### src/rtl/action_scheduler.sv
// Serializes tetromino moves, rotations, drops and internal gravity ticks into one action stream.
// Latency: request pulse -> act_valid two edges later when ARMED. Backpressure: action held until act_ready.
// Define ACTION_SCHED_LEVEL_EN to shorten the gravity period with level.
module action_scheduler #(
    parameter int unsigned GRAVITY_PERIOD = 32'd50_000_000,
    parameter int unsigned GRAVITY_STEP   = 32'd3_000_000,
    parameter int unsigned GRAVITY_MIN    = 32'd2_000_000
) (
    input  logic       clk,
    input  logic       rst_l,
    input  logic       game_active,
    input  logic       new_tetromino,
    input  logic       falling_piece_lock,
    input  logic       mv_left,
    input  logic       mv_right,
    input  logic       rot_cw,
    input  logic       rot_ccw,
    input  logic       soft_drop,
    input  logic       hard_drop_req,
    input  logic [3:0] level,
    output logic       act_valid,
    output logic [2:0] act_type,
    input  logic       act_ready,
    output logic       user_input,
    output logic       hard_drop
);

    typedef enum logic [1:0] {ST_IDLE, ST_LOCKED, ST_ARMED, ST_ISSUE} state_t;

    localparam logic [2:0] A_GRAV  = 3'd0;
    localparam logic [2:0] A_LEFT  = 3'd1;
    localparam logic [2:0] A_RIGHT = 3'd2;
    localparam logic [2:0] A_CW    = 3'd3;
    localparam logic [2:0] A_CCW   = 3'd4;
    localparam logic [2:0] A_SOFT  = 3'd5;
    localparam logic [2:0] A_HARD  = 3'd6;

    state_t      state, state_nxt;
    logic [6:0]  pend, pend_nxt, req, clr;
    logic [31:0] grav_cnt, period;
    logic [2:0]  pick, act_type_nxt;
    logic        accept, run, spawn, soft_acc, reload, grav_tick;
    logic        act_valid_nxt, user_input_nxt, hard_drop_nxt;

`ifdef ACTION_SCHED_LEVEL_EN
    localparam logic [31:0] PERIOD0 = (GRAVITY_PERIOD > GRAVITY_MIN) ? GRAVITY_PERIOD : GRAVITY_MIN;
    logic [31:0] level_dec, period_sub;
    // Saturate at zero before applying the floor so high levels cannot wrap.
    always_comb begin
        level_dec  = 32'(level) * GRAVITY_STEP;
        period_sub = (GRAVITY_PERIOD > level_dec) ? GRAVITY_PERIOD - level_dec : 32'd0;
        period     = (period_sub > GRAVITY_MIN) ? period_sub : GRAVITY_MIN;
    end
`else
    localparam logic [31:0] PERIOD0 = GRAVITY_PERIOD;
    logic unused_level;
    assign unused_level = ^level;
    assign period       = GRAVITY_PERIOD;
`endif

    assign accept    = act_valid && act_ready;
    assign run       = (state == ST_ARMED) || (state == ST_ISSUE);
    assign spawn     = game_active && !falling_piece_lock && new_tetromino && (state != ST_IDLE);
    assign soft_acc  = accept && (act_type == A_SOFT);
    assign reload    = spawn || soft_acc;
    assign grav_tick = run && (grav_cnt == 32'd0) && !reload;

    always_comb begin
        pick = A_GRAV;
        if      (pend[A_HARD])  pick = A_HARD;
        else if (pend[A_CW])    pick = A_CW;
        else if (pend[A_CCW])   pick = A_CCW;
        else if (pend[A_LEFT])  pick = A_LEFT;
        else if (pend[A_RIGHT]) pick = A_RIGHT;
        else if (pend[A_SOFT])  pick = A_SOFT;
    end

    always_ff @(posedge clk or negedge rst_l) begin
        if (!rst_l) state <= ST_IDLE;
        else        state <= state_nxt;
    end

    always_comb begin
        state_nxt = state;
        if (!game_active)            state_nxt = ST_IDLE;
        else if (falling_piece_lock) state_nxt = ST_LOCKED;
        else if (spawn)              state_nxt = ST_ARMED;
        else begin
            case (state)
                ST_IDLE:   state_nxt = ST_LOCKED;
                ST_LOCKED: state_nxt = ST_LOCKED;
                ST_ARMED:  if (|pend) state_nxt = ST_ISSUE;
                ST_ISSUE:  if (accept) state_nxt = (act_type == A_HARD) ? ST_LOCKED : ST_ARMED;
                default:   state_nxt = ST_IDLE;
            endcase
        end
    end

    always_comb begin
        act_valid_nxt  = 1'b0;
        act_type_nxt   = act_type;
        user_input_nxt = accept && (act_type != A_GRAV);
        hard_drop_nxt  = accept && (act_type == A_HARD);
        if (state == ST_ARMED && state_nxt == ST_ISSUE) begin
            act_valid_nxt = 1'b1;
            act_type_nxt  = pick;
        end else if (state == ST_ISSUE && state_nxt == ST_ISSUE) begin
            act_valid_nxt = 1'b1;
        end
    end

    // Left and right together cancel; a same-cycle re-request beats the accept clear.
    always_comb begin
        req         = '0;
        req[A_GRAV] = grav_tick;
        req[A_LEFT] = mv_left & ~mv_right;
        req[A_RIGHT]= mv_right & ~mv_left;
        req[A_CW]   = rot_cw;
        req[A_CCW]  = rot_ccw;
        req[A_SOFT] = soft_drop;
        req[A_HARD] = hard_drop_req;
        clr         = '0;
        if (accept)   clr[act_type] = 1'b1;
        if (soft_acc) clr[A_GRAV]   = 1'b1;
        if (state_nxt == ST_IDLE || state_nxt == ST_LOCKED || spawn) pend_nxt = '0;
        else pend_nxt = (pend & ~clr) | req;
    end

    always_ff @(posedge clk or negedge rst_l) begin
        if (!rst_l) begin
            pend     <= '0;
            grav_cnt <= PERIOD0;
        end else begin
            pend <= pend_nxt;
            if (reload)   grav_cnt <= period;
            else if (run) grav_cnt <= (grav_cnt == 32'd0) ? period : grav_cnt - 32'd1;
        end
    end

    always_ff @(posedge clk or negedge rst_l) begin
        if (!rst_l) begin
            act_valid  <= 1'b0;
            act_type   <= A_GRAV;
            user_input <= 1'b0;
            hard_drop  <= 1'b0;
        end else begin
            act_valid  <= act_valid_nxt;
            act_type   <= act_type_nxt;
            user_input <= user_input_nxt;
            hard_drop  <= hard_drop_nxt;
        end
    end

endmodule
### config.mk
export PLATFORM = sky130hd
export DESIGN_NAME = action_scheduler
export DESIGN_NICKNAME = d
export VERILOG_FILES = /design/src/rtl/action_scheduler.sv
export SDC_FILE = /design/constraint.sdc
export NUM_CORES = 1
export LEC_CHECK = 0
export ABC_AREA = 1
export CELL_PAD_IN_SITES_DETAIL_PLACEMENT = 0
export CELL_PAD_IN_SITES_GLOBAL_PLACEMENT = 1
export CORE_ASPECT_RATIO = 0.9
export CORE_MARGIN = 2
export CORE_UTILIZATION = 44
export CTS_CLUSTER_SIZE = 10
export DETAILED_ROUTE_END_ITERATION = 10
export PLACE_DENSITY = 0.91
export SYNTH_ARGS = -nofsm -noshare
export SYNTH_HDL_FRONTEND = slang
export SYNTH_SLANG_ARGS = --single-unit
### constraint.sdc
create_clock -name clk -period 1.7 [get_ports clk]
set_input_delay 0.255 -clock clk [delete_from_list [all_inputs] [get_ports clk]]
set_output_delay 0.255 -clock clk [all_outputs]
set_load 0.1 [all_outputs]
==> results.sh, run 1 <==
export IMPL_grt_remaining_overflow=0
export IMPL_p_leak_nw=1.65
export IMPL_first_pass_grt_wire_length_um=11900
export IMPL_synth_enable_flop_cells=0
export IMPL_ys_async_sr_fraction=1.00
export IMPL_drt_pass1_iterations=4
export IMPL_overall_die_width_um=90.9
export IMPL_tightest_slew_ns=0.454
export IMPL_clock_sink_count=47
export IMPL_n_fill_cell=662
export IMPL_post_synth_num_cell_types=36
export IMPL_wl_per_cell_um=13.2
export IMPL_root_buffer="sky130_fd_sc_hd__clkbuf_8"
export IMPL_final_setup_skew_ns=0.00467
export IMPL_final_max_slew_viol_count=0
export IMPL_worst_setup_path_type="reg2reg"
export IMPL_powerDensity_nw_per_um2=918
export IMPL_mappedNetlistNets=411
export IMPL_cts_buffers_inserted=5
export IMPL_hold_viol=0
export IMPL_yosys_area_share_xor_xnor=0.0293
export IMPL_n_antenna_cell=0
export IMPL_critPathMaxStageDelay_ns=0.41
export IMPL_netlist_area_leader_share=0.293
export IMPL_ys_top_cells_by_count="sky130_fd_sc_hd__nand2_1, sky130_fd_sc_hd__nor2_1, sky130_fd_sc_hd__inv_1, sky130_fd_sc_hd__dfrtp_1, sky130_fd_sc_hd__nand3_1"
export IMPL_hold_worst_slack_ns=0.429
export IMPL_num_io_pins=22
export IMPL_cts_tree="yes"
export IMPL_fp_coreArea_sq_um=6590
export IMPL_critical_path_s_slowest_cell="sky130_fd_sc_hd__dfrtp_1"
export IMPL_post_drt_via_cell_ratio=4.96
export IMPL_initial_core_utilization=0.454
export IMPL_max_freq_mhz=619
export IMPL_worstSkewPairLatency_ns=0.29
export IMPL_r2r_setup_slack_ns=0.08
export IMPL_placed_area_sq_um=3460
export IMPL_synth_adder_area_share=0.00838
export IMPL_detailedPlacementHpwl_um=5350
export IMPL_vias_in_the_first_global_route=2482
export IMPL_synth_seq_cells=47
export IMPL_rsz0062_at_grt="yes"
export IMPL_period_share=0.951
export IMPL_antenna_found_initial=0
export IMPL_rr_endpoint="grav_cnt[15]"
export IMPL_synth_cells=393
export IMPL_nets=450
export IMPL_hold_path_class="in2async"
export IMPL_post_route_drc_count=0
export IMPL_synth_compound_area_frac=0.0532
export IMPL_synth_largest_area_cell="sky130_fd_sc_hd__dfrtp_1"
export IMPL_timing_critical_path_required_ns=1.94
export IMPL_synth_top_family_by_area="simple AND/OR/NAND/NOR gates"
export IMPL_globalplace_congestion=0.893
export IMPL_simple_logic_cell_fraction_of_the_synthesized_area=0.430
export IMPL_initialDrtViolationCount=169
export IMPL_postLayoutCellArea_sq_um=3630
export IMPL_primary_ff_master_synth="sky130_fd_sc_hd__dfrtp_1"
export IMPL_synth_top_cells_by_area="sky130_fd_sc_hd__dfrtp_1, sky130_fd_sc_hd__nand2_1, sky130_fd_sc_hd__dfstp_2"
export IMPL_core_rowCount=28
export IMPL_synth_sequential_area_ratio=0.399
export IMPL_synth_most_common_cell="sky130_fd_sc_hd__nand2_1"
export IMPL_wirelength_um=6930
export IMPL_synth_cell_area_sq_um=2990
export IMPL_yosys_warnings=0
export IMPL_cts_path_max_buffers=2
export IMPL_crit_chain="inv_2 > ha_4 > inv_1 > nor3_2 > nand3_2 > nor2_8 > nand2_4 > nand2_8 > nor2_1 > nand2_1"
export IMPL_synth_mux_area_frac=0
export IMPL_synthesis_area_per_instance_sq_um=7.60
export IMPL_path_clk_slew_ns=0.09
export IMPL_timing_critical_path_fanout_max=18
export IMPL_cp_arrival_ns=1.86
export IMPL_grt_start_max_net_pins=19
export IMPL_irDropWorstVdd_v=0.000571
export IMPL_element_type_at_the_critical_path_end="flop"
export IMPL_worst_slew_margin_rel=0.697
export IMPL_global_route_usage_total=0.201
export IMPL_outcome="finished clean"
export IMPL_synthToLayoutAreaGrowth_pct=21.5
export IMPL_final_min_clock_period_ns=1.62
export IMPL_die_height_um=82.2
export IMPL_reg2reg_from="grav_cnt[0]"
export IMPL_r2r_worst_path_cells=10
export IMPL_total_number_of_vias=2594
export IMPL_drive_above_1_share=0.263
export IMPL_max_cap_violations=0
export IMPL_clock_tree_htree_level_count=2
export IMPL_die_area_sq_um=7470
export IMPL_postRouteAntennaNets=0
export IMPL_report_final_setup_viol=0
export IMPL_portBuffers=17
export IMPL_start_kind="flop"
-- how the worst max path moves through the flow --
stage                             from           end  slack [ns]
after floorplan              act_valid   grav_cnt[2]        0.03
after global routing      grav_cnt[24]  grav_cnt[23]       -0.02
after CTS                  grav_cnt[0]  grav_cnt[18]        0.03
after global placement     game_active   act_type[2]       -0.11
final                      grav_cnt[0]  grav_cnt[15]        0.08
after detailed placement   game_active   act_type[0]       -0.20
-- metrics by stage --
step	utilization	setup slack [ns]	instances	TNS [ns]	power, mW
5_1_grt	0.551	-0.0236	523	-0.136	3.56
6_report	0.551	0.0837	523	0	3.33
3_5_place_dp	0.526	-0.204	511	-4.01	2.60
2_1_floorplan	-	0.0251	393	0	2.27
4_1_cts	0.540	0.0254	520	0	3.27
3_3_place_gp	0.526	-0.109	511	-2.53	2.57
-- final cells by class --
cell class / instances / area, sq um / share of cell area
multi-input cells: 295 / 1610 / 0.443
flip-flops and latches: 47 / 1200 / 0.331
repair buffers: 39 / 455 / 0.125
inverters: 44 / 168 / 0.0462
well taps: 90 / 113 / 0.0310
clock buffers: 7 / 76.3 / 0.0210
clock inverters: 1 / 5.00 / 0.00138
-- cell families after synthesis --
group / Yosys count
AO/OA/AOI/OAI: 29
flip-flops: 47
AND/OR/NAND/NOR: 254
buffers and inverters: 51
XOR/XNOR: 10
adder cells (fa/ha/maj): 2
-- state kept, by name (all words and copies together), names as in the netlist --
register    cells
grav_cnt       32
pend            7
act_type        3
state           2
act_valid       1
hard_drop       1
user_input      1
-- cells in the final DEF (no fill, tap or decap), drive strengths merged --
cell type	netlist	layout
a21oi	12	12
xor2	10	10
nor2	95	95
clkbuf	0	7
o311ai	1	1
a22oi	1	1
dfstp	12	12
and2	1	1
nand4	8	8
clkinv	1	2
buf	7	28
nor3	11	11
nand3	35	35
nand2	100	100
ha	2	2
or2	1	1
dlygate4sd3	0	1
o21ai	14	14
dfrtp	35	35
clkdlybuf4s50	0	10
inv	43	43
nand3b	3	3
o31a	1	1
-- routing by layer --
| metal | GRT usage | part of all wire |
|---|---|---|
| met5 | 0 | 0 |
| met4 | 0.0485 | 0.010 |
| met3 | 0.0290 | 0.027 |
| met2 | 0.319 | 0.46 |
| met1 | 0.292 | 0.51 |
-- where the power goes --
part / switching (mW) / total (mW) / leakage [nW] / internal [mW]
registers: 0.210 / 1.51 / 0.592 / 1.30
logic: 0.716 / 1.16 / 1.01 / 0.445
clock network: 0.373 / 0.663 / 0.0422 / 0.290
total: 1.30 / 3.33 / 1.65 / 2.04
-- worst max-delay path, delay by kind of cell, from the launching register on --
family,cells,cell delay (ns)
fa+ha+maj,1,0.14
simple gates,7,0.83
flops,1,0.41
buf+inv,2,0.18
-- timing repair --
item	in CTS	in global routing
hold buffers	1	0
endpoints found under the hold margin	16	0
setup buffers	0	3
endpoints found under the setup margin	0	26
resized for setup	0	15
Power figures use the tool's default switching activity.
==> inputs of run 2 (changes only) <==
--- a/config.mk
+++ b/config.mk
@@ -10,10 +10,10 @@
 export CELL_PAD_IN_SITES_GLOBAL_PLACEMENT = 1
 export CORE_ASPECT_RATIO = 0.9
 export CORE_MARGIN = 2
-export CORE_UTILIZATION = 44
-export CTS_CLUSTER_SIZE = 10
+export CORE_UTILIZATION = 23
+export CTS_CLUSTER_DIAMETER = 50
 export DETAILED_ROUTE_END_ITERATION = 10
-export PLACE_DENSITY = 0.91
+export PLACE_DENSITY = 0.58
 export SYNTH_ARGS = -nofsm -noshare
 export SYNTH_HDL_FRONTEND = slang
 export SYNTH_SLANG_ARGS = --single-unit
==> run 2 against run 1 <==
  * Maximum frequency up 0.90%
  * Critical endpoint is now grav_cnt[18]
  * Worst setup slack better by 0.014 ns
  * Cell count up 21%
  * Combinational power up 16%
  * Largest power group unchanged
  * Cell area up 13%
==> results.sh, run 2 (same netlist as run 1, synthesis figures left out) <==
export IMPL_final_cell_count_no_fill=631
export IMPL_critical_path_s_slowest_cell="sky130_fd_sc_hd__dfrtp_1"
export IMPL_fin_ws_ns=0.0980
export IMPL_clock_tree_htree_level_count=2
export IMPL_cts_tree="yes"
export IMPL_clock_sink_count=47
export IMPL_initialDrtViolationCount=80
export IMPL_rr_endpoint="grav_cnt[18]"
export IMPL_timing_critical_path_depth=9
export IMPL_drt_pass1_iterations=4
export IMPL_num_io_pins=22
export IMPL_pre_cts_ws_ns=-0.277
export IMPL_reg2reg_from="grav_cnt[4]"
export IMPL_commonest_cells_after_routing_fill_and_taps_aside="sky130_fd_sc_hd__nand2_1, sky130_fd_sc_hd__nor2_1, sky130_fd_sc_hd__buf_4"
export IMPL_reg_top3="grav_cnt: 32 flops, pend: 7 flops, act_type: 3 flops"
export IMPL_grt_remaining_overflow=0
export IMPL_worst_setup_path_type="reg2reg"
export IMPL_cp_startpoint="grav_cnt[4]"
export IMPL_overall_die_width_um=124
export IMPL_rsz0062_at_grt="yes"
export IMPL_die_height_um=112
export IMPL_grt_start_max_net_pins=48
export IMPL_critPathMaxStageDelay_ns=0.44
export IMPL_final_min_clock_period_ns=1.60
export IMPL_critical_path_top_delay_family="simple AND/OR/NAND/NOR gates"
export IMPL_fp_coreArea_sq_um=12700
export IMPL_nets=484
export IMPL_max_freq_mhz=624
export IMPL_tightest_slew_ns=0.371
export IMPL_period_share=0.942
export IMPL_detailedPlacementHpwl_um=5820
export IMPL_largest_register_ff_count=32
export IMPL_initial_core_utilization=0.236
export IMPL_post_route_drc_count=0
export IMPL_cts_buffers_inserted=5
export IMPL_final_max_slew_viol_count=0
export IMPL_synthToLayoutAreaGrowth_pct=37.4
export IMPL_die_area_sq_um=13900
export IMPL_first_pass_grt_wire_length_um=13200
export IMPL_r2r_worst_path_cells=9
export IMPL_register_containing_the_most_flip_flops_in_the_final_layout="grav_cnt"
export IMPL_crit_chain="nor2_2 > nand2_2 > buf_6 > nor2_8 > nand2_4 > nor2_4 > nand2_2 > xor2_2 > nor2_2"
export IMPL_hold_viol=0
export IMPL_total_number_of_vias=2703
export IMPL_globalplace_congestion=0.794
export IMPL_wl_per_cell_um=13.0
export IMPL_p_leak_nw=1.83
export IMPL_final_setup_skew_ns=0.00774
export IMPL_root_buffer="sky130_fd_sc_hd__clkbuf_16"
export IMPL_vias_in_the_first_global_route=2712
export IMPL_r2r_setup_slack_ns=0.1
export IMPL_irDropWorstVdd_v=0.000456
export IMPL_post_drt_via_cell_ratio=4.28
export IMPL_postRouteAntennaNets=0
export IMPL_report_final_setup_viol=0
export IMPL_max_cap_violations=0
export IMPL_hold_worst_slack_ns=0.481
export IMPL_powerDensity_nw_per_um2=932
export IMPL_fin_setup_tns_ns=0
export IMPL_core_rowCount=39
export IMPL_timing_critical_path_fanout_max=6
export IMPL_antenna_found_initial=0
export IMPL_worst_slew_margin_rel=0.750
export IMPL_start_kind="flop"
export IMPL_cp_arrival_ns=1.83
export IMPL_worstSkewPairLatency_ns=0.29
export IMPL_element_type_at_the_critical_path_end="flop"
export IMPL_placed_instances=609
export IMPL_crit_buf_inv=1
export IMPL_outcome="finished clean"
export IMPL_cts_path_max_buffers=2
export IMPL_hold_path_class="in2async"
export IMPL_timing_critical_path_required_ns=1.92
export IMPL_global_route_usage_total=0.120
export IMPL_critical_path_endpoint="grav_cnt[18]"
export IMPL_drive_above_1_share=0.345
export IMPL_n_fill_cell=1414
export IMPL_share_of_the_core_filled_with_cells_in_the_final_layout=0.324
export IMPL_path_clk_slew_ns=0.07
export IMPL_mostFrequentLayoutCell="sky130_fd_sc_hd__nand2_1"
export IMPL_portBuffers=17
export IMPL_wirelength_um=8190
export IMPL_n_antenna_cell=0
[run 2: cell count changes in the layout (fill, tap and decap cells not counted), moves of 2 or more]
cell | previous run | this run
sky130_fd_sc_hd__nand2_8 | 1 | 4
sky130_fd_sc_hd__nor3_2 | 2 | 4
sky130_fd_sc_hd__buf_6 | 0 | 3
sky130_fd_sc_hd__buf_4 | 16 | 46
sky130_fd_sc_hd__clkbuf_8 | 5 | 0
sky130_fd_sc_hd__clkbuf_16 | 0 | 5
sky130_fd_sc_hd__buf_12 | 11 | 8
sky130_fd_sc_hd__nor2_1 | 67 | 56
sky130_fd_sc_hd__nor3_1 | 9 | 7
sky130_fd_sc_hd__nor2_2 | 20 | 30
[run 2: worst min path at each step]
| stage | slack [ns] | end | cells after the start | startpoint |
|---|---|---|---|---|
| 3_5_place_dp | 0.27 | grav_cnt[18] | 2 | rst_l |
| 5_1_grt | 0.55 | grav_cnt[28] | 3 | rst_l |
| 6_report | 0.48 | grav_cnt[18] | 3 | rst_l |
| 2_1_floorplan | -0.04 | act_type[1] | 0 | rst_l |
| 4_1_cts | 0.49 | grav_cnt[26] | 3 | rst_l |
| 3_3_place_gp | 0.27 | grav_cnt[18] | 2 | rst_l |
[run 2: what timing repair did]
item | 4_1_cts | 5_1_grt
setup buffers | 0 | 9
endpoints found under the hold margin | 35 | 0
setup endpoints to repair | 11 | 31
hold buffers | 1 | 0
resized for setup | 1 | 36
pin swaps | 0 | 11
cloned | 0 | 4
[run 2: routing by layer]
metal,share of wire,global-route usage,up-vias
met1,0.49,0.164,1264
met5,0,0,-
met2,0.47,0.196,32
met3,0.029,0.0259,9
li1,-,-,1398
met4,0.0086,0.0217,0
[run 2: through the flow]
step	power [mW]	cell area (sq um)
after floorplan	2.27	3000
after global placement	2.68	3700
after detailed placement	2.69	3700
after CTS	3.69	3850
after global routing	4.09	4110
final	3.83	4110
[run 2: worst min-delay path: stages]
cell	delay [ns]
sky130_fd_sc_hd__dlygate4sd3_1	0.51
sky130_fd_sc_hd__buf_2	0.12
sky130_fd_sc_hd__buf_12	0.26
[run 2: area by class of cell]
cell class                      instances  area [sq um]  area share
Clock buffer                            7           133      0.0323
Clock inverter                          1          5.00     0.00122
Inverter                               44           168      0.0408
Timing Repair Buffer                   69           654       0.159
Tap cell                              164           205      0.0500
Multi-Input combinational cell        299          1740       0.423
Sequential cell                        47          1200       0.293
[run 2: power by group]
group          internal [mW]  switching, mW  total, mW
Sequential              1.30          0.194       1.49
Combinational          0.563          0.789       1.35
Clock                  0.545          0.436      0.981
Total                   2.41           1.42       3.83
==> inputs of run 3 (changes only) <==
--- a/config.mk
+++ b/config.mk
@@ -10,10 +10,10 @@
 export CELL_PAD_IN_SITES_GLOBAL_PLACEMENT = 1
 export CORE_ASPECT_RATIO = 0.9
 export CORE_MARGIN = 2
-export CORE_UTILIZATION = 23
+export CORE_UTILIZATION = 40
 export CTS_CLUSTER_DIAMETER = 50
 export DETAILED_ROUTE_END_ITERATION = 10
-export PLACE_DENSITY = 0.58
+export PLACE_DENSITY = 0.84
 export SYNTH_ARGS = -nofsm -noshare
 export SYNTH_HDL_FRONTEND = slang
 export SYNTH_SLANG_ARGS = --single-unit
==> run 3 against run 2 <==
  * Hold slack worse by 0.021 ns
  * Highest routed layer unchanged
  * Die area is 41% lower
  * Critical endpoint unchanged
  * Clock power is 32% lower
  * Global-route usage is 5.2 points higher
  * Cell area is 12% lower
  * Combinational power is 16% lower
  * Sequential power hardly changed
  * Maximum frequency is 1.2% higher
  * Flip-flop and latch count stayed put
  * Worst setup slack better by 0.019 ns
==> results.sh, run 3 (same netlist as run 1, synthesis figures left out) <==
export IMPL_fin_ws_ns=0.117
export IMPL_met1_usage=0.237
export IMPL_worst_setup_path_type="reg2reg"
export IMPL_core_rowCount=29
export IMPL_portBuffers=17
export IMPL_cts_tree="yes"
export IMPL_register_containing_the_most_flip_flops_in_the_final_layout="grav_cnt"
export IMPL_hold_path_class="in2async"
export IMPL_path_clk_slew_ns=0.09
export IMPL_cts_buffers_inserted=5
export IMPL_vias_in_the_first_global_route=2433
export IMPL_post_drt_via_cell_ratio=4.79
export IMPL_postRouteAntennaNets=0
export IMPL_powerDensity_nw_per_um2=917
export IMPL_detailedPlacementHpwl_um=4900
export IMPL_start_kind="flop"
export IMPL_fin_setup_tns_ns=0
export IMPL_mostFrequentLayoutCell="sky130_fd_sc_hd__nand2_1"
export IMPL_clock_sink_count=47
export IMPL_die_area_sq_um=8180
export IMPL_largest_register_ff_count=32
export IMPL_root_buffer="sky130_fd_sc_hd__clkbuf_8"
export IMPL_max_freq_mhz=632
export IMPL_n_antenna_cell=0
export IMPL_initial_core_utilization=0.418
export IMPL_power_sequential_fraction=0.452
export IMPL_final_min_clock_period_ns=1.58
export IMPL_worstSkewPairLatency_ns=0.30
export IMPL_final_setup_skew_ns=0.00572
export IMPL_period_share=0.931
export IMPL_report_final_setup_viol=0
export IMPL_p_leak_nw=1.64
export IMPL_overall_die_width_um=95.1
export IMPL_irDropWorstVdd_v=0.000376
export IMPL_p_switching_mw=1.28
export IMPL_num_io_pins=22
export IMPL_pre_cts_ws_ns=-0.154
export IMPL_fp_coreArea_sq_um=7150
export IMPL_timing_critical_path_required_ns=1.90
export IMPL_n_fill_cell=705
export IMPL_pwr_share_clk=0.203
export IMPL_clock_tree_htree_level_count=2
export IMPL_timing_critical_path_fanout_max=6
export IMPL_grt_busiest_layer="met2"
export IMPL_total_number_of_vias=2519
export IMPL_wirelength_um=6420
export IMPL_hold_viol=0
export IMPL_antenna_found_initial=0
export IMPL_drive_above_1_share=0.256
export IMPL_reg_top3="grav_cnt: 32 flops, pend: 7 flops, act_type: 3 flops"
export IMPL_combinationalPowerShare=0.345
export IMPL_initialDrtViolationCount=97
export IMPL_globalplace_congestion=0.821
export IMPL_commonest_cells_after_routing_fill_and_taps_aside="sky130_fd_sc_hd__nand2_1, sky130_fd_sc_hd__nor2_1, sky130_fd_sc_hd__inv_1"
export IMPL_grt_start_max_net_pins=48
export IMPL_grt_remaining_overflow=0
export IMPL_final_max_slew_viol_count=0
export IMPL_outcome="finished clean"
export IMPL_design_power_total_mw=3.30
export IMPL_intPower_mw=2.02
export IMPL_wl_per_cell_um=12.2
export IMPL_drt_pass1_iterations=4
export IMPL_groute_layer_met2_usage=0.279
export IMPL_post_route_drc_count=0
export IMPL_die_height_um=86.0
export IMPL_synthToLayoutAreaGrowth_pct=20.3
export IMPL_global_route_usage_total=0.171
export IMPL_cp_arrival_ns=1.78
export IMPL_element_type_at_the_critical_path_end="flop"
export IMPL_cts_path_max_buffers=2
export IMPL_max_cap_violations=0
export IMPL_first_pass_grt_wire_length_um=11100
export IMPL_power_switching_fraction=0.389
export IMPL_rsz0062_at_grt="no"
export IMPL_nets=450
export IMPL_share_of_the_core_filled_with_cells_in_the_final_layout=0.503
export IMPL_post_cts_buffers=0
export IMPL_worst_slew_margin_rel=0.812
export IMPL_r2r_setup_slack_ns=0.12
export IMPL_globalRouteMet3Util=0.0290
export IMPL_tightest_slew_ns=0.278
## run 3: final cells by class
type	instances	area [sq um]	area share
multi-input combinational	296	1590	0.442
sequential	47	1200	0.334
timing repair buffer	38	435	0.121
inverter	44	168	0.0467
tap	93	116	0.0324
clock buffer	5	68.8	0.0192
clock inverter	3	15.0	0.00418
## run 3: stage by stage
step                      std cells  hold slack (ns)  cell area (sq um)
after detailed placement        516            0.265               3470
after global placement          516            0.261               3470
after CTS                       525            0.478               3560
final                           526            0.459               3590
after floorplan                 393          -0.0406               3000
after global routing            526            0.490               3590
## run 3: path summary, 6_finish.rpt
kind                         startpoint      endpoint  depth (start not counted)
setup / recovery            grav_cnt[0]  grav_cnt[18]                          9
hold / removal                    rst_l  grav_cnt[10]                          3
setup reg to reg            grav_cnt[0]  grav_cnt[18]                          9
hold reg to reg            grav_cnt[15]  grav_cnt[15]                          2
max in group asynchronous         rst_l  grav_cnt[25]                          3
min in group clk           grav_cnt[15]  grav_cnt[15]                          2
## run 3: what timing repair did
item	in CTS	in global routing
resized for setup	0	6
setup endpoints to repair	0	25
hold buffers	1	0
hold endpoints to repair	35	0
## run 3: worst max-delay path, stage by stage, from the launching register on
cell and delay, ns:
sky130_fd_sc_hd__dfrtp_1 0.40, sky130_fd_sc_hd__inv_2 0.10, sky130_fd_sc_hd__ha_2 0.22, sky130_fd_sc_hd__nand2_4 0.08, sky130_fd_sc_hd__nor2_8 0.16, sky130_fd_sc_hd__nand2_2 0.09
sky130_fd_sc_hd__nor2_4 0.14, sky130_fd_sc_hd__nand2_2 0.09, sky130_fd_sc_hd__xor2_1 0.17, sky130_fd_sc_hd__nor2_2 0.04
## run 3: per-layer routing
layer	vias to the layer above	share of wire
li1	1325	-
met1	1158	0.49
met2	27	0.47
met3	9	0.027
met4	0	0.016
met5	-	0
## run 3: power by group through the flow
stage                     sequential (mW)  combinational [mW]  clock, mW
after floorplan                      1.55               0.717          0
after global placement               1.51                1.10          0
after detailed placement             1.51                1.12          0
after CTS                            1.49                1.13      0.687
after global routing                 1.52                1.27      0.737
final                                1.49                1.14      0.668
